[src/rtl/mult_pipe.sv]
`default_nettype none
// +----------------------------------------------------------------------------+
// | mult_pipe                                                                  |
// | Pipelined SIZE/2 x SIZE/2 -> SIZE multiplier with AXI-stream join input,   |
// | global-stall backpressure. Define MULT_PIPE_SIGNED_EN for signed operands. |
// | Revision: 1.0                                                              |
// +----------------------------------------------------------------------------+
module mult_pipe #(
  parameter int SIZE   = 32,
  parameter int STAGES = 3
) (
  input  logic              clk,
  input  logic              rst,
  input  logic [SIZE/2-1:0] input_a_tdata,
  input  logic              input_a_tvalid,
  output logic              input_a_tready,
  input  logic [SIZE/2-1:0] input_b_tdata,
  input  logic              input_b_tvalid,
  output logic              input_b_tready,
  output logic [SIZE-1:0]   output_tdata,
  output logic              output_tvalid,
  input  logic              output_tready,
  output logic              busy
);

  localparam int W = SIZE / 2;

  logic              adv;
  logic              accept;
  logic [W-1:0]      a_q;
  logic [W-1:0]      b_q;
  logic [STAGES:1]   v_q;
  logic [STAGES:1]   v_d;
  logic [SIZE-1:0]   prod_d;
  logic [SIZE-1:0]   prod_q [2:STAGES];

  // Whole pipe moves as one; treadys are held low while in reset.
  assign adv            = ~v_q[STAGES] | output_tready;
  assign accept         = input_a_tvalid & input_b_tvalid & adv & ~rst;
  assign input_a_tready = input_b_tvalid & adv & ~rst;
  assign input_b_tready = input_a_tvalid & adv & ~rst;

`ifdef MULT_PIPE_SIGNED_EN
  assign prod_d = {{W{a_q[W-1]}}, a_q} * {{W{b_q[W-1]}}, b_q};
`else
  assign prod_d = {{W{1'b0}}, a_q} * {{W{1'b0}}, b_q};
`endif

  always_comb begin
    v_d = {v_q[STAGES-1:1], accept};
  end

  always_ff @(posedge clk or posedge rst) begin
    if (rst) begin
      a_q <= '0;
      b_q <= '0;
      v_q <= '0;
      for (int s = 2; s <= STAGES; s++) begin
        prod_q[s] <= '0;
      end
    end else if (adv) begin
      a_q       <= input_a_tdata;
      b_q       <= input_b_tdata;
      v_q       <= v_d;
      prod_q[2] <= prod_d;
      for (int s = 3; s <= STAGES; s++) begin
        prod_q[s] <= prod_q[s-1];
      end
    end
  end

  assign output_tdata  = prod_q[STAGES];
  assign output_tvalid = v_q[STAGES];
  assign busy          = |v_q;

endmodule
`default_nettype wire

[config.mk]
export PLATFORM = sky130hd
export DESIGN_NAME = mult_pipe
export DESIGN_NICKNAME = d
export VERILOG_FILES = /design/src/rtl/mult_pipe.sv
export SDC_FILE = /design/constraint.sdc
export NUM_CORES = 1
export LEC_CHECK = 0
export CAP_MARGIN = 0
export CORE_ASPECT_RATIO = 1.1
export CORE_UTILIZATION = 61
export DETAILED_ROUTE_END_ITERATION = 6
export PLACE_DENSITY = 0.78
export RECOVER_POWER = 50
export SLEW_MARGIN = 40
export SYNTH_ARGS = -nofsm -noshare
export SYNTH_HDL_FRONTEND = slang
export SYNTH_SLANG_ARGS = --single-unit
[constraint.sdc]
create_clock -name clk -period 7.9 [get_ports clk]
set_input_delay 1.185 -clock clk [delete_from_list [all_inputs] [get_ports clk]]
set_output_delay 1.185 -clock clk [all_outputs]
set_load 0.01 [all_outputs]
==> flow_summary_export.csv, run 1 <==
group,metric,value,unit
logic_synthesis,yosysUniqueCellTypes,51,
layout,final_util,0.671,
route,routed_wl,28800,um
floorplanning,row_count,54,
layout,antenna_cells,0,
setup_path,cp_slowest_stage_delay,840,ps
timing,maxSlewViolCount,104,
setup_path,path_buf_inv,5,
logic_synthesis,synth-simple-area-share,0.205,
logic_synthesis,yosys_most_used_dff,"dfrtp_1",
floorplanning,design.core.area,19900,sq um
clock_tree,postCtsSetupBuffers,0,
timing,rsz0062_at_grt,"false",
timing,fmax,0.154,GHz
clock_tree,tritoncts,"yes",
floorplanning,dieWidth,138,um
floorplanning,fp.dieH,152,um
grt,grt_overflow,0,
timing,fin_tns_setup,0,ps
clock_tree,cts_root_buf,"clkbuf_16",
clock_tree,clk_pin_slew,80,ps
grt,grt_pass1_vias,9702,
logic_synthesis,synth_async_sr_flop_share,1.00,
status,violations,"DRC, capacitance limit, slew limit",
logic_synthesis,synth_fa_ha_area_frac,0.417,
grt,grt_usage,0.294,
route,ant_nets,0,
floorplanning,io_pins,73,
timing,hold_viol,0,
grt,grt_max_degree,108,
setup_path,cp-end-kind,"register",
clock_tree,htree_levels,3,
clock_tree,cts_buffers,9,
status,status,"complete, but fails checks",
logic_synthesis,synth_compound_area_frac,0.0567,
timing,max_slew_margin,-1.05,
layout,n_fill_cell,1650,
logic_synthesis,synth_seq_area_share,0.199,
floorplanning,dieArea,21000,sq um
flow_run,cap_violations,2,
route,drt_iter0_markers,558,
logic_synthesis,synth_xor_area_frac,0.0169,
layout,layout-drive-gt1-share,0.0176,
logic_synthesis,synth_top_family_by_area,"adder cells",
timing,worst_pin_slew,3070,ps
placement,placement.io_buffers,72,
setup_path,worst-path-max-fanout,17,
logic_synthesis,syn_area,12400,sq um
logic_synthesis,synth-seq-cells,99,
logic_synthesis,synth_warnings,0,
grt,grt_pass1_wl,47300,um
logic_synthesis,avgSynthCellArea,8.74,sq um
placement,hpwlAfterDp,22000,um
layout,nNetsFinal,1753,
floorplanning,initial_core_util,0.624,
timing,worst_slack,1410,ps
clock_tree,clk-insertion-delay-late,370,ps
route,drcViolationCount,3,
timing,setup_viol,0,
logic_synthesis,synth_edf_count,0,
setup_path,cp-start-kind,"register",
setup_path,setup.worst_path.class,"reg2reg",
logic_synthesis,synth_nets,1758,
route,vias,9394,
clock_tree,cts.sinks,99,
layout,area_growth,7.45,%
timing,fin_crit,6490,ps
logic_synthesis,synth.area.mux_share,0,
worst_hold_path,min_path_type,"reg2reg",
setup_path,cp.arrival,6770,ps
clock_tree,hold_buffers,0,
route,firstDrtPassIters,7,
route,viasPerCell,5.61,
placement,place_ws,1480,ps
clock_tree,cts_buffer_depth,2,
route,wl_per_cell,17.2,um
placement,gp_congestion,0.921,
setup_path,slowest_stage,"dfrtp_1",
timing,finClkSkew,18.0,ps
setup_path,required,8190,ps
setup_path,crit_top_cell,"fa_1",
grt,antenna_found_initial,0,
timing,fin_crit_sh,0.821,
setup_path,crit_chain,"nand2_1, fa_1, inv_1, fa_1, inv_1, fa_1, inv_1, fa_1, fa_1, inv_1, fa_1, inv_1, ha_1, a21oi_1, nand2_1, or2_1, a31o_2, a21o_1, a2111o_1, a22oi_1",
setup_path,critical_path.top_delay_family,"adder cells",
clock_tree,cts_resized,0,
logic_synthesis,synthCells,1423,
## per-layer routing
layer | track usage | part of all wire | wire length, um
met2 | 0.546 | 0.53 | 15300
met5 | 0 | 0 | 0
met4 | 0.141 | 0.039 | 1120
met3 | 0.0270 | 0.045 | 1290
met1 | 0.347 | 0.38 | 11000
## per-stage QoR
step	area, sq um	hold slack [ps]	std cells
final	13400	460	1675
after global placement	13100	449	1658
after detailed placement	13100	455	1659
after floorplan	12400	439	1423
after CTS	13400	471	1675
after global routing	13400	478	1675
## cells in the final DEF, fill, tap and decap left out, types with 4 or more instances in the layout
master,instances
clkbuf_16,9
a211oi_1,4
fa_1,194
and3_1,6
o21ai_0,23
and2_1,126
nand3_1,5
a21oi_1,41
a21o_1,6
ha_1,104
nand2_1,381
inv_6,4
o21a_1,6
dlygate4sd3_1,35
xnor2_1,16
inv_1,224
o22ai_1,4
dfrtp_1,99
nor2_1,27
xor2_1,8
o21bai_1,6
nand2b_1,5
nor3_1,5
clkdlybuf4s50_1,37
## flip-flops by register name, summed over array words and instances (netlist names)
name and cells:
output_tdata 32, prod_q 32, a_q 16, b_q 16, v_q 3
## cell usage after synthesis (all sizes together), types with 2 or more instances
library cell,count,area share
o31ai,2,0.0012
nand4b,2,0.0014
a21boi,2,0.0012
buf,36,0.021
clkbuf,57,0.017
a21o,7,0.0043
ha,104,0.10
nor3,5,0.0020
o21a,6,0.0036
nor2b,4,0.0020
nor3b,2,0.0012
nand2,381,0.11
inv,225,0.068
o21ai,24,0.0097
and3,6,0.0030
or2,2,0.0010
fa,194,0.31
o22ai,4,0.0020
dfrtp,99,0.20
o21bai,6,0.0036
nand3,5,0.0020
nor2,27,0.0081
a31oi,2,0.0010
and2,126,0.063
a211oi,5,0.0034
a21oi,41,0.016
xnor2,16,0.011
nand2b,5,0.0025
xor2,8,0.0056
or3,3,0.0015
## logic make-up (layout without fill, tap and decap cells)
group                      Yosys count  in the layout
buffers and inverters              318            318
AOI/OAI and AO/OA                  113            113
and+or+nand+nor                    571            571
adders and majority gates          298            298
xor gates and xnor gates            24             24
DFF                                 99             99
## final cells by class
| class | count | area (sq um) | area share |
|---|---|---|---|
| multi-input cells | 1006 | 8660 | 0.648 |
| well taps | 252 | 315 | 0.0236 |
| repair buffers | 77 | 766 | 0.0573 |
| inverters | 225 | 846 | 0.0633 |
| flip-flops and latches | 99 | 2480 | 0.185 |
| clock inverters | 7 | 81.3 | 0.00608 |
| clock buffers | 9 | 225 | 0.0168 |
## worst paths after layout
| kind | startpoint | slack [ps] | end | depth (start not counted) |
|---|---|---|---|---|
| worst max-delay path | a_q[7] | 1410 | prod_q[61] | 20 |
| worst min-delay path | output_tdata[2] | 460 | output_tdata[2] | 2 |
| worst max register to register | a_q[7] | 1410 | prod_q[61] | 20 |
| worst min register to register | output_tdata[2] | 460 | output_tdata[2] | 2 |
| max in group asynchronous | rst | 2490 | output_tdata[15] | 3 |
| min in group asynchronous | rst | 1800 | prod_q[61] | 2 |
## worst min-delay path: stages (launching register included)
cell and delay (ps):
dfrtp_1 340, nand2_1 50, nand2_1 50
Power of run 1 is left out: the tool's default activity adds up to more than one toggle a clock period on the data nets, which glitch-free logic cannot reach.
==> run 2, diff against run 1 <==
--- a/config.mk
+++ b/config.mk
@@ -7,9 +7,9 @@
 export LEC_CHECK = 0
 export CAP_MARGIN = 0
 export CORE_ASPECT_RATIO = 1.1
-export CORE_UTILIZATION = 61
+export CORE_UTILIZATION = 56
 export DETAILED_ROUTE_END_ITERATION = 6
-export PLACE_DENSITY = 0.78
+export PLACE_DENSITY = 0.76
 export RECOVER_POWER = 50
 export SLEW_MARGIN = 40
 export SYNTH_ARGS = -nofsm -noshare
==> constraint.sdc (replaced) <==
create_clock -name clk -period 5.6 [get_ports clk]
set_input_delay 0.84 -clock clk [delete_from_list [all_inputs] [get_ports clk]]
set_output_delay 0.84 -clock clk [all_outputs]
set_load 0.01 [all_outputs]
==> run 2 against run 1 <==
Final cell count increased by 9.8%; final area increased by 10%; global-route usage decreased by 1.3 points; critical endpoint unchanged; register-to-register slack got worse by 1700 ps; via count increased by 4.1%; core utilization increased by 1.1 points; wire length increased by 3.9%; the flow finishes with violations (capacitance limit, slew limit, setup timing); non-clock buffer count increased by 124; fmax increased by 11%.
==> flow_summary_export.csv, run 2 (synthesis results as in run 1) <==
group,metric,value,unit
status,status,"complete, but fails checks",
status,violations,"capacitance limit, slew limit, setup timing",
layout,final_common_cell,"nand2_1",
floorplanning,io_pins,73,
grt,grt_max_degree,87,
clock_tree,cts.sinks,99,
clock_tree,clk_pin_slew,80,ps
route,route.met3.wl,1300,um
floorplanning,fp.dieH,158,um
setup_path,cp.arrival,6150,ps
route,firstDrtPassIters,5,
layout,final_util,0.681,
clock_tree,tritoncts,"yes",
floorplanning,row_count,56,
timing,rsz0062_at_grt,"true",
timing,finClkSkew,20.2,ps
timing,fin_tns_setup,-1190,ps
floorplanning,design.core.area,21600,sq um
clock_tree,cts_buffers,9,
route,ant_nets,0,
timing,fmax,0.170,GHz
grt,grt_pass1_wl,49000,um
floorplanning,dieArea,22800,sq um
route,drt_iter0_markers,458,
timing,setup_viol,11,
worst_hold_path,min_path_type,"reg2reg",
clock_tree,htree_levels,3,
placement,dpl_cell_area,14000,sq um
timing,max_slew_margin,-0.390,
grt,grt_usage,0.281,
timing,hold_viol,0,
timing,worst_slack,-271,ps
floorplanning,initial_core_util,0.576,
layout,area_growth,18.2,%
setup_path,required,5880,ps
setup_path,cp-start-kind,"register",
layout,seqCellArea,2500,sq um
timing,worst_pin_slew,2070,ps
route,vias,9778,
timing,maxSlewViolCount,104,
clock_tree,cts_root_buf,"clkbuf_16",
route,wl_per_cell,16.3,um
route,viasPerCell,5.32,
layout,layout-drive-gt1-share,0.142,
layout,nNetsFinal,1877,
timing,fin_crit,5870,ps
floorplanning,dieWidth,144,um
layout,n_fill_cell,1749,
grt,grt_overflow,0,
setup_path,worst-path-max-fanout,6,
timing,fin_crit_sh,1.05,
clock_tree,hold_buffers,0,
route,m1WireLength,11900,um
route,routed_wl,29900,um
placement,gp_congestion,0.908,
placement,hpwlAfterDp,23500,um
grt,grt_pass1_vias,10200,
setup_path,setup.worst_path.class,"reg2reg",
clock_tree,clk-insertion-delay-late,370,ps
placement,placement.io_buffers,72,
layout,final_cell_mix,"379 x nand2_1, 221 x inv_1, 191 x fa_1",
grt,antenna_found_initial,2,
setup_path,cp-end-kind,"register",
layout,multiInputGateArea,8960,sq um
flow_run,cap_violations,2,
layout,stdcell_area,14700,sq um
route,highest_layer,"met4",
route,drcViolationCount,0,
clock_tree,cts_buffer_depth,2,
route,wl_met2,15700,um
-- run 2: path summary, 6_finish.rpt --
kind	from	end	slack (ps)	cells past startpoint
min reg2reg	output_tdata[10]	output_tdata[10]	470	2
max reg2reg	a_q[9]	prod_q[61]	-270	21
min	output_tdata[10]	output_tdata[10]	470	2
min in group asynchronous	rst	prod_q[60]	1460	2
max	a_q[9]	prod_q[61]	-270	21
max in group asynchronous	rst	a_q[5]	1750	3
-- run 2: cell type report --
type | count | area share
antenna | 2 | 0.000340
clock buffer | 9 | 0.0153
clock inverter | 7 | 0.00621
inverter | 225 | 0.0575
multi-input combinational | 1006 | 0.609
sequential | 99 | 0.170
tap | 290 | 0.0247
timing repair buffer | 201 | 0.117
-- run 2: worst max-delay path: stages, from the launching register on --
cell and delay (ps):
dfrtp_2 430, clkbuf_4 180, and2_1 160, fa_1 530, inv_1 50, fa_1 460
fa_1 510, inv_1 50, fa_1 480, fa_1 500, inv_1 50, fa_1 470
inv_1 60, ha_4 220, o21a_1 200, o21bai_1 210, nor2_1 100, buf_4 140
a31o_2 230, a21o_1 190, a2111o_1 370, a22oi_1 170
-- run 2: per-stage QoR --
step	cells	hold WS, ps	setup slack (ps)
3_3_place_gp	1805	450	-334
5_1_grt	1839	496	-478
3_5_place_dp	1805	458	-374
4_1_cts	1825	478	-205
6_report	1839	470	-271
2_1_floorplan	1423	439	7.63
-- run 2: what timing repair did --
action / in CTS / in global routing
endpoints found under the setup margin: 16 / 19
setup buffers: 4 / 12
gates resized for setup: 35 / 46
pin swaps: 8 / 22
cloned: 0 / 0
-- run 2: routing by layer --
| metal | vias up | track usage |
|---|---|---|
| li1 | 4499 | - |
| met1 | 4937 | 0.338 |
| met2 | 273 | 0.505 |
| met3 | 69 | 0.0295 |
| met4 | 0 | 0.126 |
| met5 | - | 0 |
Power of run 2 is left out for the same reason.
